File: src/rtl/c1541_pkg.sv
`default_nettype none
// +------------------------------------------------------------------+
// | c1541_pkg : shared constants and zone timing for the GCR engine   |
// | Revision  : 1.0                                                   |
// +------------------------------------------------------------------+
package c1541_pkg;

    localparam int ADDR_W         = 13;
    localparam int DEF_BYTE_PULSE = 32;
    localparam int DEF_SYNC_ONES  = 10;

    // Bit period in clk32 cycles: 8 * (16 - zone).
    function automatic logic [7:0] zone_period(input logic [1:0] zone);
        return {5'd16 - {3'b000, zone}, 3'b000};
    endfunction

endpackage
`default_nettype wire

File: src/rtl/c1541_bit_timer.sv
`default_nettype none
// +------------------------------------------------------------------+
// | c1541_bit_timer : per-bit phase counter with latched bit period   |
// | Revision        : 1.0                                             |
// +------------------------------------------------------------------+
module c1541_bit_timer
    import c1541_pkg::*;
(
    input  logic       clk32,
    input  logic       reset_n,
    input  logic       run,
    input  logic [1:0] speed_zone,
    output logic       bit_evt,
    output logic       phase2
);

    logic [7:0] phase;
    logic [7:0] period;

    // The period is only re-sampled at a bit boundary so a zone change never splits a bit.
    always_ff @(posedge clk32) begin
        if (!reset_n) begin
            phase  <= 8'd0;
            period <= zone_period(speed_zone);
        end else if (run) begin
            if (phase == period - 8'd1) begin
                phase  <= 8'd0;
                period <= zone_period(speed_zone);
            end else begin
                phase  <= phase + 8'd1;
            end
        end
    end

    assign bit_evt = run && (phase == period - 8'd1);
    assign phase2  = run && (phase == 8'd2);

endmodule
`default_nettype wire

File: src/rtl/c1541_gcr_stream.sv
`default_nettype none
// +------------------------------------------------------------------+
// | c1541_gcr_stream : rotates a GCR track image past a virtual head  |
// | Revision         : 1.0                                            |
// +------------------------------------------------------------------+
module c1541_gcr_stream
    import c1541_pkg::*;
#(
    parameter int BYTE_PULSE = DEF_BYTE_PULSE,
    parameter int SYNC_ONES  = DEF_SYNC_ONES
) (
    input  logic              clk32,
    input  logic              reset_n,
    input  logic              mtr,
    input  logic              mode,
    input  logic              soe,
    input  logic [1:0]        speed_zone,
    input  logic [7:0]        dout,
    input  logic              wps_n,
    input  logic [ADDR_W-1:0] track_len,
    input  logic [7:0]        buf_rdata,
    output logic [7:0]        din,
    output logic              byte_n,
    output logic              sync_n,
    output logic [ADDR_W-1:0] buf_addr,
    output logic [7:0]        buf_wdata,
    output logic              buf_we
);

    localparam int PW = $clog2(BYTE_PULSE + 1);

    logic                 run;
    logic                 bit_evt;
    logic                 phase2;
    logic [ADDR_W-1:0]    addr;
    logic [ADDR_W-1:0]    addr_next;
    logic [2:0]           bitidx;
    logic [2:0]           bitcnt;
    logic [7:0]           cur_byte;
    logic [7:0]           shreg;
    logic [7:0]           wsr;
    logic [7:0]           merge;
    logic [SYNC_ONES-1:0] hist;
    logic [PW-1:0]        pcnt;

    logic                 rbit;
    logic [SYNC_ONES-1:0] hist_next;
    logic                 sync_now;
    logic [7:0]           shreg_next;
    logic [7:0]           merge_next;
    logic                 byte_done;
    logic                 last_bit;
    logic                 write_now;
    logic                 wrap;

    assign run = mtr && (track_len != '0);

    c1541_bit_timer u_bit_timer (
        .clk32      (clk32),
        .reset_n    (reset_n),
        .run        (run),
        .speed_zone (speed_zone),
        .bit_evt    (bit_evt),
        .phase2     (phase2)
    );

    always_comb begin
        rbit       = cur_byte[bitidx];
        hist_next  = {hist[SYNC_ONES-2:0], rbit};
        sync_now   = mode && (&hist_next);
        shreg_next = {shreg[6:0], rbit};
        merge_next = merge;
        merge_next[bitidx] = wsr[7];
        byte_done  = bit_evt && !sync_now && (bitcnt == 3'd7);
        last_bit   = bit_evt && (bitidx == 3'd0);
        write_now  = last_bit && !mode && wps_n;
        wrap       = ({1'b0, addr} + 14'd1) >= {1'b0, track_len};
        addr_next  = addr;
        if ((track_len != '0) && (addr >= track_len)) begin
            addr_next = '0;
        end else if (last_bit) begin
            addr_next = wrap ? '0 : addr + 13'd1;
        end
    end

    always_ff @(posedge clk32) begin
        if (!reset_n) begin
            addr      <= '0;
            buf_addr  <= '0;
            bitidx    <= 3'd7;
            bitcnt    <= 3'd0;
            cur_byte  <= 8'h00;
            shreg     <= 8'h00;
            wsr       <= 8'h00;
            merge     <= 8'h00;
            hist      <= '0;
            pcnt      <= '0;
            din       <= 8'h00;
            byte_n    <= 1'b1;
            sync_n    <= 1'b1;
            buf_wdata <= 8'h00;
            buf_we    <= 1'b0;
        end else begin
            buf_we <= 1'b0;
            addr   <= addr_next;
            // Hold the old address for the write-back cycle; the read of the new byte lags one cycle.
            buf_addr <= write_now ? addr : addr_next;
            if (phase2 && (bitidx == 3'd7)) begin
                cur_byte <= buf_rdata;
                merge    <= buf_rdata;
            end
            if (bit_evt) begin
                bitidx <= bitidx - 3'd1;
                hist   <= hist_next;
                shreg  <= shreg_next;
                sync_n <= !sync_now;
                bitcnt <= sync_now ? 3'd0 : bitcnt + 3'd1;
                if (!mode) begin
                    merge <= merge_next;
                    wsr   <= {wsr[6:0], 1'b0};
                end
                if (write_now) begin
                    buf_wdata <= merge_next;
                    buf_we    <= 1'b1;
                end
                if (byte_done) begin
                    din <= shreg_next;
                    if (!mode) begin
                        wsr <= dout;
                    end
                end
            end
            if (byte_done && soe) begin
                byte_n <= 1'b0;
                pcnt   <= PW'(BYTE_PULSE - 1);
            end else if (!byte_n) begin
                if (pcnt == '0) begin
                    byte_n <= 1'b1;
                end else begin
                    pcnt <= pcnt - 1'b1;
                end
            end
            if (!run) begin
                byte_n <= 1'b1;
                sync_n <= 1'b1;
            end
        end
    end

endmodule
`default_nettype wire
File: config.mk
export PLATFORM = sky130hd
export DESIGN_NAME = c1541_gcr_stream
export DESIGN_NICKNAME = d
export VERILOG_FILES = /design/src/rtl/c1541_pkg.sv /design/src/rtl/c1541_bit_timer.sv /design/src/rtl/c1541_gcr_stream.sv
export SDC_FILE = /design/constraint.sdc
export NUM_CORES = 1
export LEC_CHECK = 0
export ABC_AREA = 1
export BUFFER_PORTS_ARGS = -buffer_cell sky130_fd_sc_hd__clkbuf_2
export CAP_MARGIN = 40
export CORE_ASPECT_RATIO = 1.2
export CORE_UTILIZATION = 30
export CTS_CLUSTER_DIAMETER = 200
export DETAILED_ROUTE_END_ITERATION = 6
export PLACE_DENSITY = 0.58
export RECOVER_POWER = 100
export SLEW_MARGIN = 20
export SYNTH_ARGS = -nofsm -noshare
export SYNTH_HDL_FRONTEND = slang
export SYNTH_SLANG_ARGS = --single-unit
File: constraint.sdc
create_clock -name clk32 -period 2.87 [get_ports clk32]
set_clock_uncertainty 0.15 [all_clocks]
set_input_delay 0.1435 -clock clk32 [delete_from_list [all_inputs] [get_ports clk32]]
set_output_delay 0.1435 -clock clk32 [all_outputs]
set_load 0.005 [all_outputs]
# Yosys cells after proc, flatten, opt, wreduce, memory -nomap -nowiden

Index checks and enable logic that the tools add are counted.

$add $sub $neg: 8
Multipliers: 0
Div/mod/pow operators: 0
Order comparisons: 4
Eq/ne operators: 8
Shift operators: 0
Muxes and demuxes: 27
Bitwise gates (word level): 3
Reduce and logical (&&, ||, !) cells: 27

Operator list:

| cell                                                       | count |
|---|---|
| 2-to-1 mux 8 bit                                           | 10 |
| 2-to-1 mux 13 bit                                          | 4 |
| 2-to-1 mux 5 bit                                           | 3 |
| adder 13 x 1 -> 14 bit, second input constant              | 1 |
| greater-or-equal comparator 14 x 13 -> 1 bit               | 1 |
| AND reduction 2 bit                                        | 7 |
| adder 13 x 1 -> 13 bit, second input constant              | 1 |
| greater-or-equal comparator 13 bit                         | 1 |
| logical AND 1 bit                                          | 13 |
| nonzero test 13 bit                                        | 1 |
| AND reduction 10 bit                                       | 1 |
| adder 8 x 1 -> 8 bit, second input constant                | 1 |
| bitwise mux 8 bit                                          | 1 |
| equality test 8 x 2 -> 1 bit, second input constant        | 1 |
| equality test 8 bit                                        | 1 |
| subtractor 8 x 1 -> 8 bit, second input constant           | 1 |
| equality test 3 bit, second input constant                 | 2 |
| zero test 6 bit                                            | 1 |
| 2-to-1 mux 1 bit                                           | 6 |
| != test 2 x 1 -> 1 bit, second input constant              | 3 |
| subtractor 6 x 1 -> 6 bit, second input constant           | 1 |
| subtractor 5 x 2 -> 5 bit, first input constant            | 1 |
| less-than comparator 3 x 4 -> 1 bit, second input constant | 1 |
| adder 3 x 1 -> 3 bit, second input constant                | 1 |
| other kinds (10)                                           | 13 |

Register bits after elaboration: 110
Bits in latches: 0
Bits in writable memories: 0
Bits in read-only memories: 0
Bits of input ports: 37
Output and inout port bits: 32
Word-level logic and storage cells: 95
Memories kept: 0

# Longest topological paths before layout

Gate-level depths: netlist of the first run.

Word-level depth: 10
Mapped depth: 17
Mapped depth without buffers: 17

# Hierarchy

A second synthesis of the first run with hierarchy kept.

Cells, all modules: 784
Area total of the unflattened synthesis: 5657.9 um^2

By module, submodules not included:

| module           | instances | cells each | area an instance (um^2) | sequential area each (um^2) |
|---|---|---|---|---|
| c1541_gcr_stream | 1         | 690        | 4952.2                  | 1801.7 |
| c1541_bit_timer  | 1         | 94         | 705.7                   | 280.3 |

# Least setup slack after synthesis of the first run

Ideal clock, no wire load.

Path type: register -> register
Start point: register addr[0]
End point: register buf_addr[6]
Setup time: 0.070 ns
Arrival: 2.372 ns
Data required time: 2.650 ns
Path slack: 0.278 ns
Stages on the path, launching flop included: 14
Buffers on the path: 1
Period minus slack after synthesis: 2.592 ns
Cell sequence: dfxtp_1 ha_1 nand2_1 nor2_1 nand3_1 xor2_1 ha_1 a21oi_1 and3_1 clkbuf_1 nand2_1 o21ai_0 nand3_1 a21oi_1

Word-level cells in the longest chain between the ends: 6
Elaborated cells between the ends (all ways): 9
Those cells by class: add/sub: 2; order compare: 2; mux: 4; reduce/logical: 1

RTL lines:

| what                                         | line                    | source |
|---|---|---|
| start, declared                              | c1541_gcr_stream.sv:35  | `logic [ADDR_W-1:0] addr;` |
| start signal, assigned                       | c1541_gcr_stream.sv:105 | `addr <= addr_next;` |
| adder 13 x 1 -> 14 bit                       | c1541_gcr_stream.sv:77  | `wrap = ({1'b0, addr} + 14'd1) >= {1'b0, track_len};` |
| greater-or-equal comparator 14 x 13 -> 1 bit | c1541_gcr_stream.sv:77  |  |
| 2-to-1 mux 13 bit                            | c1541_gcr_stream.sv:82  | `addr_next = wrap ? '0 : addr + 13'd1;` |
| 2-to-1 mux 13 bit                            | c1541_gcr_stream.sv:81  | `end else if (last_bit) begin` |
| 2-to-1 mux 13 bit *                          | c1541_gcr_stream.sv:79  | `if ((track_len != '0) && (addr >= track_len)) begin` |
| 2-to-1 mux 13 bit *                          | c1541_gcr_stream.sv:107 | `buf_addr <= write_now ? addr : addr_next;` |
| end signal, assigned                         | c1541_gcr_stream.sv:107 |  |
| end, declared                                | c1541_gcr_stream.sv:25  | `output logic [ADDR_W-1:0] buf_addr,` |

Mark *: on every way between the ends. The rest lies on a longest branch, timed or not.
A chain may end at the register's enable or synchronous reset.

# Final worst setup path of the first run

Start point: register addr[0]
End point: register buf_addr[10]

The elaborated chain is that of the path after synthesis.

==> results.json, run 1 <==
{
  "status": "finished clean",
  "row_count": 53,
  "yosysSeqAreaShare": 0.385,
  "layout-drive-gt1-share": 0.145,
  "synth.largest_area_cell": "dfxtp_1",
  "dp_cells": 1019,
  "synth_top_family_by_area": "simple AND/OR/NAND/NOR gates",
  "core_area_um2": 17600,
  "synth_compound_area_frac": 0.141,
  "post_drt_wl_per_cell_um": 13.5,
  "min_path_type": "primary input to register",
  "vias": 5077,
  "final-hold-violation-count": 0,
  "power.total_mw": 2.81,
  "gp_congestion": 0.845,
  "cp_cell_sequence": "ha_1 -> nand2_1 -> nor2_4 -> nand2_2 -> nor2_1 -> xor2_1 -> inv_1 -> ha_1 -> nand2_1 -> nor2_1 -> nand2_4 -> nand2_2 -> o21ai_1 -> nand3_1 -> a21oi_1",
  "hpwl_um": 10100,
  "multi_input_area_um2": 2920,
  "max_stage_delay_ns": 0.33,
  "nets": 905,
  "path_class": "register to register",
  "diodes": 0,
  "cts-htree-levels": 3,
  "fill_cells": 1814,
  "track_usage": 0.153,
  "start_util": 0.308,
  "max_slew.worst_pin.slew_ns": 0.695,
  "synth_seq_cells": 102,
  "drt_iter0_markers": 256,
  "yosys_warnings": 0,
  "io_pins": 69,
  "grt_pass1_wl_um": 22900,
  "crit_fanout": 8,
  "crit_family": "simple AND/OR/NAND/NOR gates",
  "antenna_left": 0,
  "p_per_area_nw_per_um2": 428,
  "grt_max_degree": 41,
  "finalSetupTns_ns": 0,
  "wl_um": 14300,
  "viasPerCell": 4.81,
  "numPortBuffers": 68,
  "cts_tree": "yes",
  "first_global_vias": 4760,
  "syn_area_per_cell_um2": 7.32,
  "fp.dieArea_um2": 18600,
  "end_kind": "register",
  "synth_simple_gate_area_frac": 0.256,
  "synthAdderAreaFrac": 0.0879,
  "max_cap_violations": 0,
  "cts_root_buf": "clkbuf_16",
  "fin_crit_sh": 0.945,
  "cp_data_arrival_time_ns": 2.80,
  "synthTopCellsByArea": "dfxtp_1 (36%), nand2_1 (12%), ha_1 (8.8%)",
  "synth.area.mux_share": 0.00208,
  "fmax_ghz": 0.369,
  "chipWidth_um": 125,
  "clkSlewWorstSetupHoldPaths_ns": 0.07,
  "final_area_um2": 6570,
  "yosysUniqueCellTypes": 39,
  "drc_errors": 0,
  "die_h_um": 149,
  "slew_violations": 0,
  "rr_worst_depth": 15,
  "min_path_cells": 5,
  "synth_top_area_share": 0.363,
  "clk_latency_ns": 0.36,
  "critical_path_buf_inv_count": 1,
  "vdd_drop_max_v": 0.000226,
  "dr.pass1.iters": 5,
  "regArea_um2": 2080,
  "leakagePower_nw": 2.79,
  "cp_slowest_cell": "dfxtp_1",
  "timing.slew.headroom": 0.535,
  "synth_fp_nets": 814,
  "cts_made_buffers": 9,
  "final_cell_count_no_fill": 1055,
  "cp.required_ns": 2.96,
  "synth.cell_area_um2": 5410,
  "antenna_found_initial": 0,
  "fin_crit_ns": 2.71,
  "placed_area_um2": 6010,
  "start_kind": "register",
  "synth_cells": 739,
  "clk_path_buf_depth": 2,
  "syn2layout_area_growth_pct": 21.6,
  "grt_overflow": 0,
  "setup-violations-final": 0,
  "rsz0062_at_grt": "true",
  "path_depth": 15,
  "synth_xor_xnor_area_share": 0.0324,
  "clkSinkCount": 102
}
-- metrics by stage --
| step | hold slack (ns) | util | setup WS, ns |
|---|---|---|---|
| after floorplan | 0.0924 | - | 0.278 |
| after global placement | 0.190 | 0.342 | 0.0252 |
| after detailed placement | 0.190 | 0.342 | -0.00921 |
| after CTS | 0.0101 | 0.369 | 0.0532 |
| after global routing | 0.0479 | 0.374 | -0.0482 |
| final | 0.0209 | 0.374 | 0.157 |
-- cell families after synthesis --
| group | count (synthesis) |
|---|---|
| mux | 1 |
| fa+ha+maj | 38 |
| flops | 102 |
| buf+inv | 121 |
| compound gates | 147 |
| simple gates | 310 |
| xor+xnor | 20 |
-- synthesized netlist by cell type (all sizes together) --
| cell type | n |
|---|---|
| a211oi | 2 |
| a21oi | 66 |
| a31oi | 9 |
| and2 | 1 |
| and3 | 1 |
| buf | 15 |
| clkbuf | 13 |
| clkinv | 3 |
| dfxtp | 98 |
| edfxtp | 4 |
| ha | 38 |
| inv | 90 |
| mux2 | 1 |
| nand2 | 169 |
| nand3 | 55 |
| nand3b | 1 |
| nand4 | 21 |
| nor2 | 48 |
| nor3 | 10 |
| nor4 | 3 |
| o211ai | 1 |
| o21ai | 61 |
| o22ai | 8 |
| or2 | 1 |
| xnor2 | 2 |
| xor2 | 18 |
-- per-layer routing --
| layer | wire (µm) | track usage |
|---|---|---|
| met5 | 0 | 0 |
| met4 | 382 | 0.0753 |
| met3 | 506 | 0.0222 |
| met2 | 6970 | 0.264 |
| met1 | 6400 | 0.186 |
-- area by class of cell --
cell class              instances  share of cell area
multi-input cells             517               0.444
inverters                      93              0.0533
well taps                     220              0.0419
clock buffers                   9              0.0343
clock inverters                 7             0.00876
repair buffers                107               0.100
flip-flops and latches        102               0.317
-- where the power goes --
group | switching [mW] | total, mW | internal, mW
combinational | 0.117 | 0.194 | 0.0766
sequential | 0.00841 | 1.45 | 1.44
clock | 0.574 | 1.17 | 0.599
total | 0.699 | 2.81 | 2.11
-- cells in the final DEF, fill, tap and decap left out, types with 14 or more instances in the layout --
| master | synthesis | routed |
|---|---|---|
| a21oi_1 | 66 | 64 |
| buf_4 | 4 | 20 |
| clkbuf_1 | 13 | 17 |
| clkbuf_2 | 0 | 49 |
| dfxtp_1 | 98 | 96 |
| dlygate4sd3_1 | 0 | 17 |
| ha_1 | 38 | 38 |
| inv_1 | 87 | 87 |
| nand2_1 | 167 | 165 |
| nand3_1 | 51 | 50 |
| nand4_1 | 20 | 20 |
| nor2_1 | 44 | 43 |
| o21ai_0 | 54 | 46 |
| o21ai_1 | 7 | 14 |
| xor2_1 | 18 | 14 |
-- repair_timing --
action,4_1_cts,5_1_grt
endpoints found under the hold margin,25,0
endpoints found under the setup margin,2,50
resized for setup,4,27
setup buffers,0,2
hold buffers,17,0
gates cloned,0,1
pin swaps,0,4
-- worst register-to-register path, delay by kind of cell (launching register included) --
family	cells	cell delay, ns
flip-flops	1	0.33
buffers and inverters	1	0.08
AO/OA/AOI/OAI	2	0.17
adder cells (fa/ha/maj)	2	0.47
XOR/XNOR	1	0.21
AND/OR/NAND/NOR	9	1.19
-- sequential cells by signal (all words and copies together) (netlist names), named ones only --
name	count
wsr	7
bitidx	3
u_bit_timer.period	4
buf_wdata	8
pcnt	6
sync_n	1
merge	8
buf_addr	13
addr	13
din	8
bitcnt	3
u_bit_timer.phase	8
cur_byte	8
buf_we	1
shreg	6
hist	3
byte_n	1
-- worst paths after layout --
path	end	slack, ns	from
setup / recovery	buf_addr[10]$_SDFF_PN0_	0.16	addr[0]$_SDFF_PN0_
hold / removal	wsr[2]$_SDFFE_PN0N_	0.02	dout[2]
setup reg to reg	buf_addr[10]$_SDFF_PN0_	0.16	addr[0]$_SDFF_PN0_
hold reg to reg	din[5]$_SDFFE_PN0P_	0.30	din[5]$_SDFFE_PN0P_
Note: power is estimated with default switching activity, not from simulation.
==> run 2, diff against run 1 <==
- BUFFER_PORTS_ARGS: -buffer_cell sky130_fd_sc_hd__clkbuf_2 -> default
- DONT_BUFFER_PORTS: default -> 1
- PLACE_DENSITY: 0.58 -> 0.55
==> run 2 against run 1 <==
  * Die area did not move
  * Flip-flop and latch count stayed put
  * Sequential power about the same
  * First-iteration DRC count grew 30%
  * Worst hold slack got worse by 0.011 ns
  * Combinational power down 12%
  * Critical path depth down 1
  * Clock power barely moved
  * Critical path type unchanged
  * Critical endpoint is now buf_addr[1]$_SDFF_PN0_
==> results.json, run 2 (synthesis results as in run 1) <==
{
  "timing.slew.headroom": 0.511,
  "io_pins": 69,
  "layout_common_cells": "nand2_1 (165), dfxtp_1 (95), inv_1 (88), a21oi_1 (61), nand3_1 (51)",
  "clkSlewWorstSetupHoldPaths_ns": 0.07,
  "hpwl_um": 9930,
  "grt_max_degree": 41,
  "die_h_um": 149,
  "row_count": 53,
  "antenna_found_initial": 0,
  "vdd_drop_max_v": 0.000289,
  "vias": 4754,
  "worstReg2RegStart": "addr[0]$_SDFF_PN0_",
  "multi_input_area_um2": 2910,
  "post-place-ws_ns": 0.0472,
  "fp.dieArea_um2": 18600,
  "antenna_left": 0,
  "status": "finished clean",
  "max_slew.worst_pin.slew_ns": 0.733,
  "nets": 840,
  "clock_power_share": 0.421,
  "syn2layout_area_growth_pct": 16.2,
  "dr.pass1.iters": 4,
  "fill_cells": 1812,
  "layout_commonest_cell": "nand2_1",
  "crit_fanout": 7,
  "seqPwrFrac": 0.518,
  "post_drt_wl_per_cell_um": 13.8,
  "clkSinkCount": 102,
  "cp_data_arrival_time_ns": 2.84,
  "max_cap_violations": 0,
  "min_path_cells": 2,
  "regArea_um2": 2090,
  "sw_frac_of_total": 0.240,
  "cts_root_buf": "clkbuf_16",
  "grt_pass1_wl_um": 21900,
  "gp_congestion": 0.835,
  "final_cell_count_no_fill": 990,
  "final-hold-violation-count": 0,
  "slew_violations": 0,
  "grt_overflow": 0,
  "cts_tree": "yes",
  "cts_made_buffers": 9,
  "layout-drive-gt1-share": 0.0935,
  "min_from": "soe",
  "p_per_area_nw_per_um2": 444,
  "dp_cells": 950,
  "cp.required_ns": 3.00,
  "track_usage": 0.147,
  "hold_path_end": "pcnt[2]$_SDFFE_PN0P_",
  "rr_worst_depth": 14,
  "placed_area_um2": 5660,
  "cts-htree-levels": 3,
  "setup-violations-final": 0,
  "final_area_um2": 6280,
  "combPwrFrac": 0.061,
  "fin_crit_ns": 2.71,
  "rsz0062_at_grt": "true",
  "chipWidth_um": 125,
  "path_class": "register to register",
  "fin_ws_ns": 0.164,
  "top_regs": "addr: 13 flops, buf_addr: 13 flops",
  "start_util": 0.308,
  "clk_latency_ns": 0.35,
  "end_kind": "register",
  "drc_errors": 0,
  "r2r_slack_ns": 0.16,
  "numPortBuffers": 0,
  "wl_um": 13700,
  "viasPerCell": 4.80,
  "min_path_type": "primary input to register",
  "drt_iter0_markers": 333,
  "p_switching_mw": 0.671,
  "r2r-end": "buf_addr[1]$_SDFF_PN0_",
  "fmax_ghz": 0.370,
  "clk_path_buf_depth": 2,
  "first_global_vias": 4406,
  "core_area_um2": 17600,
  "fin_crit_sh": 0.943,
  "leakagePower_nw": 2.59,
  "diodes": 0,
  "final_core_util": 0.357,
  "start_kind": "register",
  "p_int_mw": 2.12
}
run 2: power by group through the flow:
stage | Clock (mW) | Sequential (mW) | Combinational (mW)
3_3_place_gp | 0 | 1.48 | 0.134
5_1_grt | 1.27 | 1.45 | 0.196
3_5_place_dp | 0 | 1.48 | 0.134
2_1_floorplan | 0 | 1.48 | 0.110
4_1_cts | 1.22 | 1.45 | 0.169
6_report | 1.17 | 1.45 | 0.171
run 2: timing repair:
action,4_1_cts,5_1_grt
hold endpoints to repair,54,1
gates resized for setup,0,31
endpoints found under the setup margin,0,26
hold buffers,21,1
setup buffers,0,1
run 2: routing by layer:
metal	wire, µm	track usage	vias up
met3	777	0.0316	18
met1	6350	0.190	2126
met4	225	0.0542	0
li1	-	-	2503
met5	0	0	-
met2	6310	0.240	107
run 2: through the flow:
stage | hold WS, ns | setup TNS (ns) | total power, mW
CTS | 0.00873 | 0 | 2.83
floorplan | 0.0924 | 0 | 1.59
detailed placement | 0.0926 | 0 | 1.61
finish | 0.0103 | 0 | 2.79
global placement | 0.0926 | 0 | 1.61
global route | 0.0470 | -0.285 | 2.91
run 2: worst max-delay path by stage:
stage,start,to,cells past startpoint
finish,addr[0]$_SDFF_PN0_,buf_addr[1]$_SDFF_PN0_,14
global route,addr[0]$_SDFF_PN0_,buf_addr[1]$_SDFF_PN0_,14
CTS,addr[1]$_SDFF_PN0_,buf_addr[6]$_SDFF_PN0_,18
detailed placement,addr[1]$_SDFF_PN0_,buf_addr[6]$_SDFF_PN0_,18
global placement,addr[1]$_SDFF_PN0_,buf_addr[8]$_SDFF_PN0_,18
floorplan,addr[0]$_SDFF_PN0_,buf_addr[6]$_SDFF_PN0_,13
run 2: critical path, stage by stage, from the launching register on:
cell and delay (ns):
dfxtp_2 0.36, ha_2 0.19, nand2_1 0.05, nor2_1 0.08, buf_4 0.14, nand3_1 0.12
xor2_2 0.23, ha_4 0.24, a21oi_1 0.15, and3_4 0.22, buf_4 0.15, nand3_1 0.12
o21ai_2 0.17, nand2_2 0.09, a21oi_2 0.16
run 2: final cells by class:
cell class              count  share of cell area
well taps                 220              0.0438
clock buffers              10              0.0380
multi-input cells         517               0.464
inverters                  93              0.0556
flip-flops and latches    102               0.332
repair buffers             42              0.0598
clock inverters             6             0.00697
==> run 3, diff against run 2 <==
- HOLD_SLACK_MARGIN: default -> 0.12
==> run 3 against run 2 <==
  * Register-to-register slack about the same
  * Via count grew 0.59%
  * Highest routed layer unchanged
  * Critical endpoint unchanged
  * Largest power group unchanged
  * Combinational power increased by 2%
  * Clock power is essentially flat
==> results.json, run 3 (synthesis results as in run 1) <==
{
  "grt_overflow": 0,
  "placed_area_um2": 5660,
  "antenna_found_initial": 0,
  "syn2layout_area_growth_pct": 16.5,
  "cp_cell_sequence": "ha_2 -> nand2_1 -> nor2_1 -> buf_4 -> nand3_1 -> xor2_2 -> ha_4 -> a21oi_1 -> and3_4 -> buf_4 -> nand3_1 -> o21ai_2 -> nand2_2 -> a21oi_2",
  "seqPwrFrac": 0.517,
  "vdd_drop_max_v": 0.000289,
  "end_kind": "register",
  "max_slew.worst_pin.slew_ns": 0.727,
  "io_pins": 69,
  "crit_family": "simple AND/OR/NAND/NOR gates",
  "antenna_left": 0,
  "dp_cells": 950,
  "cts_tree": "yes",
  "viasPerCell": 4.82,
  "drt_iter0_markers": 313,
  "post-place-ws_ns": 0.0472,
  "final_cell_count_no_fill": 992,
  "clk_path_buf_depth": 2,
  "power.total_mw": 2.80,
  "post_drt_wl_per_cell_um": 13.8,
  "top_regs": "addr: 13 flops, buf_addr: 13 flops",
  "wl_um": 13600,
  "highest_layer": "met4",
  "vias": 4782,
  "grt_max_degree": 42,
  "first_global_vias": 4415,
  "rsz0062_at_grt": "true",
  "met2_length_um": 6250,
  "combPwrFrac": 0.063,
  "cp_slowest_cell": "dfxtp_2",
  "cts-htree-levels": 3,
  "fmax_ghz": 0.369,
  "die_h_um": 149,
  "numPortBuffers": 0,
  "cp.required_ns": 3.00,
  "clkSlewWorstSetupHoldPaths_ns": 0.07,
  "start_kind": "register",
  "max_stage_delay_ns": 0.35,
  "drc_errors": 0,
  "layout-drive-gt1-share": 0.0933,
  "track_usage": 0.146,
  "timing.slew.headroom": 0.515,
  "fp.dieArea_um2": 18600,
  "fin_ws_ns": 0.159,
  "diodes": 0,
  "final_area_um2": 6300,
  "gp_congestion": 0.835,
  "grt_pass1_wl_um": 21900,
  "core_area_um2": 17600,
  "fin_crit_ns": 2.71,
  "finalSetupTns_ns": 0,
  "min_path_type": "primary input to register",
  "dr.pass1.iters": 7,
  "hpwl_um": 9930,
  "fill_cells": 1810,
  "setup-violations-final": 0,
  "critical_path_buf_inv_count": 2,
  "leakagePower_nw": 2.60,
  "start_util": 0.308,
  "p_int_mw": 2.12,
  "layout_common_cells": "nand2_1 (165), dfxtp_1 (95), inv_1 (88), a21oi_1 (61), nand3_1 (51)",
  "wl_met3_um": 688,
  "max_cap_violations": 0,
  "status": "finished clean",
  "fin_crit_sh": 0.945,
  "row_count": 53,
  "cp_data_arrival_time_ns": 2.84,
  "p_per_area_nw_per_um2": 444,
  "sw_frac_of_total": 0.241,
  "clock_power_share": 0.420,
  "layout_commonest_cell": "nand2_1",
  "p_switching_mw": 0.675,
  "cts_made_buffers": 9,
  "fin_hold_ws_ns": 0.241,
  "met1_length_um": 6460,
  "final-hold-violation-count": 0,
  "clk_latency_ns": 0.35,
  "chipWidth_um": 125,
  "cts_root_buf": "clkbuf_16",
  "nets": 842,
  "crit_fanout": 7,
  "clkSinkCount": 102,
  "final_core_util": 0.359,
  "slew_violations": 0,
  "path_class": "register to register"
}
## run 3: path summary, 6_finish.rpt
kind                            start                           endpoint  slack, ns  cells after the start
max reg2reg        addr[0]$_SDFF_PN0_             buf_addr[1]$_SDFF_PN0_       0.16                     14
min                     track_len[10]  u_bit_timer.phase[0]$_SDFFE_PN0P_       0.24                      7
max                addr[0]$_SDFF_PN0_             buf_addr[1]$_SDFF_PN0_       0.16                     14
min reg2reg  cur_byte[7]$_SDFFE_PN0P_           cur_byte[7]$_SDFFE_PN0P_       0.32                      2
## run 3: per-layer routing
layer / global-route usage / vias to the layer above
met5: 0 / -
met3: 0.0294 / 20
met2: 0.238 / 117
met1: 0.190 / 2134
li1: - / 2511
met4: 0.0548 / 0
## run 3: power groups by stage
stage	clock, mW	sequential (mW)	combinational [mW]
global placement	0	1.48	0.134
global route	1.27	1.45	0.199
floorplan	0	1.48	0.110
CTS	1.22	1.45	0.174
finish	1.18	1.45	0.175
detailed placement	0	1.48	0.134
## run 3: tightest hold or removal path, stage by stage
cell and delay (ns):
nor2_1 0.02, nand3_1 0.05, nor2_1 0.04, nand2_1 0.13
nand2_2 0.17, nand2_1 0.09, a21oi_1 0.05
## run 3: layout make-up
class / instances / area, µm² / area share
clock buffers: 10 / 239 / 0.0379
multi-input cells: 517 / 2910 / 0.462
inverters: 93 / 349 / 0.0554
flip-flops and latches: 102 / 2090 / 0.331
repair buffers: 44 / 395 / 0.0627
clock inverters: 6 / 43.8 / 0.00695
well taps: 220 / 275 / 0.0437
## run 3: what timing repair did
action | in CTS | in global routing
hold endpoints to repair | 83 | 0
resized for setup | 0 | 31
hold buffers | 24 | 0
setup buffers | 0 | 1
setup endpoints to repair | 0 | 26
